===== src/rtl/goal_zone.sv =====
`default_nettype none
// ============================================================================
// Module   : goal_zone
// Purpose  : Rectangular goal region on the Pacman playfield. Draws the goal
//            on the VGA raster. Counts consecutive frames with Pacman inside
//            the rectangle and captures the goal once enough frames have
//            elapsed. The fill is steady while armed, blinks while Pacman
//            dwells, and is hidden once captured.
// Revision : 1.0 - initial release
// ============================================================================
module goal_zone #(
  parameter int XMIN         = 156,
  parameter int YMIN         = 8,
  parameter int XMAX         = 224,
  parameter int YMAX         = 48,
  parameter int OFFSETH      = 274,
  parameter int OFFSETV      = 58,
  parameter int DWELL_FRAMES = 30,
  parameter int BLINK_FRAMES = 8,
  parameter int CNT_W        = 6
) (
  input  logic             clk,
  input  logic             reset,
  input  logic [9:0]       hCount,
  input  logic [9:0]       vCount,
  input  logic [9:0]       pacX,
  input  logic [9:0]       pacY,
  input  logic             enable,
  input  logic             rearm,
  output logic             goalFill,
  output logic             captured,
  output logic             capturePulse,
  output logic [CNT_W-1:0] dwellCount
);

  // Width of the blink frame counter: it counts 0 .. BLINK_FRAMES-1.
  localparam int BLK_W = (BLINK_FRAMES > 1) ? $clog2(BLINK_FRAMES) : 1;

  // Playfield bounds for the Pacman test, widened to 11 bits.
  localparam logic [10:0] c_X_LO = 11'(XMIN);
  localparam logic [10:0] c_X_HI = 11'(XMAX);
  localparam logic [10:0] c_Y_LO = 11'(YMIN);
  localparam logic [10:0] c_Y_HI = 11'(YMAX);

  // Screen bounds for the raster test; 11 bits so the offset sums fit.
  localparam logic [10:0] c_H_LO = 11'(XMIN + OFFSETH);
  localparam logic [10:0] c_H_HI = 11'(XMAX + OFFSETH);
  localparam logic [10:0] c_V_LO = 11'(YMIN + OFFSETV);
  localparam logic [10:0] c_V_HI = 11'(YMAX + OFFSETV);

  localparam logic [CNT_W-1:0] c_DWELL_ONE  = CNT_W'(1);
  localparam logic [CNT_W-1:0] c_DWELL_LAST = CNT_W'(DWELL_FRAMES - 1);
  localparam logic [CNT_W-1:0] c_DWELL_FULL = CNT_W'(DWELL_FRAMES);
  localparam logic [BLK_W-1:0] c_BLINK_LAST = BLK_W'(BLINK_FRAMES - 1);

  typedef enum logic [1:0] {
    ST_IDLE     = 2'd0,
    ST_DWELL    = 2'd1,
    ST_CAPTURED = 2'd2
  } state_t;

  // Registered state
  state_t             r_state;
  logic [CNT_W-1:0]   r_dwellCount;
  logic [BLK_W-1:0]   r_blinkCnt;
  logic               r_blinkPhase;
  logic               r_prevZero;
  logic               r_goalFill;
  logic               r_captured;
  logic               r_capturePulse;

  // Combinational next-state values
  state_t             w_nextState;
  logic [CNT_W-1:0]   w_nextDwell;
  logic [BLK_W-1:0]   w_nextBlinkCnt;
  logic               w_nextBlinkPhase;

  logic               w_rasterZero;
  logic               w_frameTick;
  logic               w_inside;
  logic               w_inRect;
  logic               w_fillNext;
  logic               w_captureEntry;
  logic [10:0]        w_pacX11;
  logic [10:0]        w_pacY11;
  logic [10:0]        w_h11;
  logic [10:0]        w_v11;

  assign w_pacX11 = {1'b0, pacX};
  assign w_pacY11 = {1'b0, pacY};
  assign w_h11    = {1'b0, hCount};
  assign w_v11    = {1'b0, vCount};

  // The raster may sit at (0,0) for several clocks; only its first cycle
  // there counts as the frame tick.
  assign w_rasterZero = (hCount == 10'd0) && (vCount == 10'd0);
  assign w_frameTick  = w_rasterZero && !r_prevZero;

  assign w_inside = (w_pacX11 >= c_X_LO) && (w_pacX11 <= c_X_HI) &&
                    (w_pacY11 >= c_Y_LO) && (w_pacY11 <= c_Y_HI);

  assign w_inRect = (w_h11 >= c_H_LO) && (w_h11 <= c_H_HI) &&
                    (w_v11 >= c_V_LO) && (w_v11 <= c_V_HI);

  // Fill uses the current state; a state change shows up on the pixel one
  // cycle after the edge that made it.
  assign w_fillNext = w_inRect &&
                      ((r_state == ST_IDLE) ||
                       ((r_state == ST_DWELL) && r_blinkPhase));

  assign w_captureEntry = (r_state == ST_DWELL) && (w_nextState == ST_CAPTURED);

  // Remember the previous raster-zero condition; reset to 1 so a raster
  // already parked at (0,0) during reset does not fire a tick.
  always_ff @(posedge clk) begin
    if (reset) begin
      r_prevZero <= 1'b1;
    end else begin
      r_prevZero <= w_rasterZero;
    end
  end

  // State, dwell counter and blink registers.
  always_ff @(posedge clk) begin
    if (reset) begin
      r_state      <= ST_IDLE;
      r_dwellCount <= '0;
      r_blinkCnt   <= '0;
      r_blinkPhase <= 1'b1;
    end else begin
      r_state      <= w_nextState;
      r_dwellCount <= w_nextDwell;
      r_blinkCnt   <= w_nextBlinkCnt;
      r_blinkPhase <= w_nextBlinkPhase;
    end
  end

  // Registered outputs: pixel fill, captured level and capture pulse.
  always_ff @(posedge clk) begin
    if (reset) begin
      r_goalFill     <= 1'b0;
      r_captured     <= 1'b0;
      r_capturePulse <= 1'b0;
    end else begin
      r_goalFill     <= w_fillNext;
      r_captured     <= (w_nextState == ST_CAPTURED);
      r_capturePulse <= w_captureEntry;
    end
  end

  // Next-state logic for dwell tracking, capture, re-arm and blinking.
  always_comb begin
    w_nextState      = r_state;
    w_nextDwell      = r_dwellCount;
    w_nextBlinkCnt   = r_blinkCnt;
    w_nextBlinkPhase = r_blinkPhase;
    case (r_state)
      ST_IDLE: begin
        if (w_frameTick && enable && w_inside) begin
          w_nextState      = ST_DWELL;
          w_nextDwell      = c_DWELL_ONE;
          w_nextBlinkCnt   = '0;
          w_nextBlinkPhase = 1'b1;
        end
      end
      ST_DWELL: begin
        // Losing enable aborts immediately, without waiting for a tick.
        if (!enable) begin
          w_nextState = ST_IDLE;
          w_nextDwell = '0;
        end else if (w_frameTick) begin
          if (!w_inside) begin
            w_nextState = ST_IDLE;
            w_nextDwell = '0;
          end else if (r_dwellCount == c_DWELL_LAST) begin
            w_nextState = ST_CAPTURED;
            w_nextDwell = c_DWELL_FULL;
          end else begin
            w_nextDwell = r_dwellCount + c_DWELL_ONE;
            if (r_blinkCnt == c_BLINK_LAST) begin
              w_nextBlinkCnt   = '0;
              w_nextBlinkPhase = ~r_blinkPhase;
            end else begin
              w_nextBlinkCnt = r_blinkCnt + BLK_W'(1);
            end
          end
        end
      end
      ST_CAPTURED: begin
        // Re-arm wins over a coincident tick: the block lands in IDLE and
        // only a later tick can start a new dwell.
        if (rearm) begin
          w_nextState = ST_IDLE;
          w_nextDwell = '0;
        end
      end
      default: begin
        w_nextState = ST_IDLE;
        w_nextDwell = '0;
      end
    endcase
  end

  assign goalFill     = r_goalFill;
  assign captured     = r_captured;
  assign capturePulse = r_capturePulse;
  assign dwellCount   = r_dwellCount;

endmodule
`default_nettype wire


===== config.mk =====
export PLATFORM = sky130hd
export DESIGN_NAME = goal_zone
export DESIGN_NICKNAME = d
export VERILOG_FILES = /design/src/rtl/goal_zone.sv
export SDC_FILE = /design/constraint.sdc
export NUM_CORES = 1
export LEC_CHECK = 0
export BUFFER_PORTS_ARGS = -buffer_cell sky130_fd_sc_hd__buf_2
export CAP_MARGIN = 15
export CORE_UTILIZATION = 46
export DETAILED_ROUTE_END_ITERATION = 6
export GPL_ROUTABILITY_DRIVEN = 1
export PLACE_DENSITY = 0.88
export SYNTH_ARGS = -nofsm -noshare
export SYNTH_HDL_FRONTEND = slang
export SYNTH_SLANG_ARGS = --single-unit

===== constraint.sdc =====
create_clock -name clk -period 2.5 [get_ports clk]
set_input_delay 0.125 -clock clk [delete_from_list [all_inputs] [get_ports clk]]
set_output_delay 0.125 -clock clk [all_outputs]
set_load 0.01 [all_outputs]

Word-level counts from Yosys, hierarchy flattened
Index checks and enable logic that the tools add are counted.
Widths: inputs -> output; s select.
{"block": "totals", "register_bits": 16, "inputBits": 44, "out_inout_bits": 9, "word_cells": 82}
{"block": "op_classes", "n_addsub": 2, "magnitude_cmp": 8, "n_eq_ne": 13, "mux": 28, "n_bitwise": 1, "n_reduce_logical": 22}
{"cell": "$mux 6", "n": 6}
{"cell": "$logic_not 10->1", "n": 2}
{"cell": "$mux 3", "n": 6}
{"cell": "$pmux 6 s3", "n": 1}
{"cell": "$logic_and 1x1->1", "n": 13}
{"cell": "$mux 2", "n": 6}
{"cell": "$ge 10x4->1 const B", "n": 1}
{"cell": "$ge 10x7->1 const B", "n": 1}
{"cell": "$ge 10x8->1 const B", "n": 1}
{"cell": "$ge 10x9->1 const B", "n": 1}
{"cell": "$le 10x6->1 const B", "n": 1}
{"cell": "$le 10x7->1 const B", "n": 1}
{"cell": "$le 10x8->1 const B", "n": 1}
{"cell": "$le 10x9->1 const B", "n": 1}
{"cell": "$ne 2x2->1 const B", "n": 5}
{"cell": "$reduce_and 7->1", "n": 1}
{"cell": "$add 6x1->6 const B", "n": 1}
{"cell": "$eq 6x5->1 const B", "n": 1}
{"cell": "$mux 1", "n": 6}
{"cell": "$pmux 2 s3", "n": 1}
{"cell": "$pmux 3 s2", "n": 1}
{"cell": "$reduce_and 6->1", "n": 1}
{"cell": "$eq 2x2->1 const B", "n": 2}
{"cell": "$ne 2x1->1 const B", "n": 2}
{"cell": "other kinds (11)", "n": 11}

Longest topological paths before layout
{"block": "depth", "depth_word": 10, "ltp_mapped": 9, "depth_no_buf": 8}

Worst setup path after synthesis
No wires, ideal clock.
{"block": "synth_timing", "path_kind": "reg-to-reg", "startpoint": "register r_dwellCount[1], in the netlist dwellCount[1]", "endpoint": "register r_blinkCnt[0]", "arrival_ns": 1.969, "required_time_ns": 2.430, "setup_slack_ns": 0.461, "stages_incl_launch_ff": 10, "n_path_buf": 1, "path_cell_list": "dfxtp_1 > inv_1 > ha_1 > nor2b_1 > and4_1 > clkbuf_1 > nand2_1 > nand4bb_4 > or4_1 > a21oi_1"}
{"block": "synth_via", "elab_chain_len": 3}
{"item": "start, declared", "line_no": "64", "source": "logic [CNT_W-1:0] r_dwellCount;"}
{"item": "start signal, assigned", "line_no": "132", "source": "r_dwellCount <= w_nextDwell;"}
{"item": "$eq 6x5->1", "line_no": "175", "source": "end else if (r_dwellCount == c_DWELL_LAST) begin"}
{"item": "$ne 2x2->1 (no source line)"}
{"item": "$reduce_and 6->1 (no source line)"}
{"item": "end signal, assigned", "line_no": "133", "source": "r_blinkCnt <= w_nextBlinkCnt;"}
{"item": "end, declared", "line_no": "65", "source": "logic [BLK_W-1:0] r_blinkCnt;"}
Every way passes these cells.
A chain may end at the register's enable or synchronous reset.

Worst setup path after layout
Ends and elaborated chain as after synthesis.

==> flow_metrics.env <==
export IMPL_synth_seq_cells=16
export IMPL_crit_required_ns=2.73
export IMPL_final_common_cell="buf_2"
export IMPL_drt_wirelength_per_cell_microns=13.58
export IMPL_routed_wl_met2_microns=1487
export IMPL_tns_ns=0
export IMPL_ant_nets=0
export IMPL_cts_sinks=16
export IMPL_r2r_cells=8
export IMPL_p_leak_uw=0.0006100
export IMPL_cp_startpoint="dwellCount[1]"
export IMPL_vias=1236
export IMPL_grt_remaining_overflow=0
export IMPL_cts_max_level=1
export IMPL_grt_pass1_vias=1051
export IMPL_drt_total_wl_microns=2852
export IMPL_clk_latency_ns=0.29
export IMPL_yosysSeqAreaShare_pct=28.70
export IMPL_finalCritPeriodShare_pct=84.61
export IMPL_tritoncts="yes"
export IMPL_holdCritPathClass="in -> reg"
export IMPL_ctsResizeCount=0
export IMPL_cts_made_buffers=3
export IMPL_worst_pin_slew_ns=0.8254
export IMPL_setup_ws_ns=0.3846
export IMPL_fin_skew_ns=0.003459
export IMPL_grt_pass1_wl_microns=4429
export IMPL_endpoint="r_blinkCnt[0]"
export IMPL_antenna_found_initial=0
export IMPL_cp_max_fo=8
export IMPL_die_h_microns=51.26
export IMPL_yosysTopAreaCellShare_pct=28.70
export IMPL_die_w_microns=51.26
export IMPL_clkTransAtPathRegs_ns=0.10
export IMPL_cts_setup_buffers=0
export IMPL_root_buffer="clkbuf_4"
export IMPL_grt_usage_pct=22.25
export IMPL_hpwl_microns=2311
export IMPL_wl_met3_microns=183
export IMPL_peakVddDrop_mv=0.2971
export IMPL_fmax_ghz=0.4727
export IMPL_period_needed_ns=2.115
export IMPL_synth_top_area_cell="dfxtp_1"
export IMPL_startpoint_type="flip-flop"
export IMPL_r2r_start="dwellCount[1]"
export IMPL_nets=231
export IMPL_initial_core_util_pct=49.50
export IMPL_place_ws_ns=0.2206
export IMPL_netlist_area_sq_mm=0.001116
export IMPL_critPathArrivalTime_ns=2.35
export IMPL_cts_hold_buf=0
export IMPL_syn2layout_area_growth_pct=27.35
export IMPL_syn_num_nets=177
export IMPL_routed_top_layer="met4"
export IMPL_r2r_end="r_blinkCnt[0]"
export IMPL_dpl_cell_count=206
export IMPL_setup_violations_final=0
export IMPL_antenna_cells=0
export IMPL_rsz0062_at_grt="no"
export IMPL_via_per_inst=5.886
export IMPL_wl_met1_microns=1141
export IMPL_status="finished clean"
export IMPL_synth_flop_cell="dfxtp_1"
export IMPL_fin_cells=210
export IMPL_drc=0
export IMPL_synth_avg_cell_area_sq_um=8.652
export IMPL_finalPower_uw=500.4
export IMPL_coreArea_sq_mm=0.002255
export IMPL_drive_gt1_share_pct=37.91
export IMPL_synth_edff_count=0
export IMPL_synth_area_top_cells="dfxtp_1 29%, a21oi_1 4.9%, nand4bb_4 4.9%"
export IMPL_critPathKind="reg -> reg"
export IMPL_endpoint_kind="flip-flop"
export IMPL_reg2reg_setup_slack_ns=0.38
export IMPL_clock_path_buffers=2
export IMPL_p_per_area_mw_per_mm2=352.0
export IMPL_synth_warnings=0
export IMPL_yosysUniqueCellTypes=42
export IMPL_layout_common_cells="52 x buf_2, 16 x dfxtp_1, 12 x nand2_1"
export IMPL_slew_headroom_pct=44.81
export IMPL_drt_iter0_markers=27
export IMPL_drv_cap=0
export IMPL_grt_max_degree=18
export IMPL_pin_count=53
export IMPL_portBuffers=52
export IMPL_detail_route_first_pass_iterations=4
export IMPL_hold_depth=2
export IMPL_async_reset_ff_share_pct=0
export IMPL_fillCellCount=198
export IMPL_synthCells=129
export IMPL_num_rows=17
export IMPL_gp_congestion=0.8358
export IMPL_hold_viol=0
export IMPL_die_area_sq_mm=0.002627
export IMPL_holdWs_ns=0.03456
export IMPL_drv_slew=0
## routing by layer
layer | global-route usage [%] | vias up
met3 | 4.167 | 5
met2 | 39.47 | 62
met5 | 0 | -
li1 | - | 605
met4 | 8.108 | 0
met1 | 26.40 | 564
## worst max-delay path, stage by stage (launching register included)
cell       delay (ns)
dfxtp_1          0.42
inv_1            0.06
ha_1             0.17
nor2b_1          0.14
and4_1           0.29
nand2_1          0.16
nand4bb_4        0.16
or4_1            0.50
a21oi_1          0.15
## cells by family after synthesis
group,count (synthesis),synth area share [%]
compound gates,35,21.41
simple gates,67,41.37
buf+inv,7,4.036
fa+ha+maj,4,4.484
flops,16,28.70
## metrics by stage
stage	cell area (sq um)	util, %
final	1421	63.04
after global routing	1421	63.04
after CTS	1421	63.04
after detailed placement	1385	61.43
after global placement	1385	61.43
after floorplan	1116	-
## Yosys cell counts, types with 3 or more instances
cell type,instances
a21oi_1,11
nor2b_1,4
ha_1,4
o21ai_0,4
dfxtp_1,16
nand2_1,12
nor3_1,5
a21o_1,3
a211oi_1,4
or2_2,3
or4_1,5
and3_1,4
nor2_1,5
inv_1,3
nand3_1,7
## final cells by class
class                           instances  area, sq um  share of cell area, %
Timing Repair Buffer                   53        267.8                  18.84
Tap cell                               28        35.03                  2.465
Clock buffer                            4        36.28                  2.553
Multi-Input combinational cell        106        750.7                  52.82
Inverter                                3        11.26                 0.7923
Sequential cell                        16        320.3                  22.54
## worst min-delay path by stage
| stage | start | end |
|---|---|---|
| 2_1_floorplan | vCount[5] | goalFill |
| 3_3_place_gp | vCount[5] | goalFill |
| 3_5_place_dp | vCount[5] | goalFill |
| 4_1_cts | vCount[5] | goalFill |
| 5_1_grt | vCount[5] | goalFill |
| 6_report | vCount[5] | goalFill |
## power breakdown
group | switching [uW] | total, uW | internal (uW) | leakage [uW]
clock network | 88.5 | 177 | 88.8 | 0.0000210
registers | 0.457 | 256 | 256 | 0.000129
logic | 31.1 | 67.1 | 36.0 | 0.000460
## flip-flops by register name, summed over array words and instances, names as in the netlist
| register | flops |
|---|---|
| r_state | 2 |
| r_blinkPhase | 1 |
| goalFill | 1 |
| capturePulse | 1 |
| r_prevZero | 1 |
| dwellCount | 6 |
| captured | 1 |
| r_blinkCnt | 3 |
No activity file was read; power rests on OpenSTA's default activity.
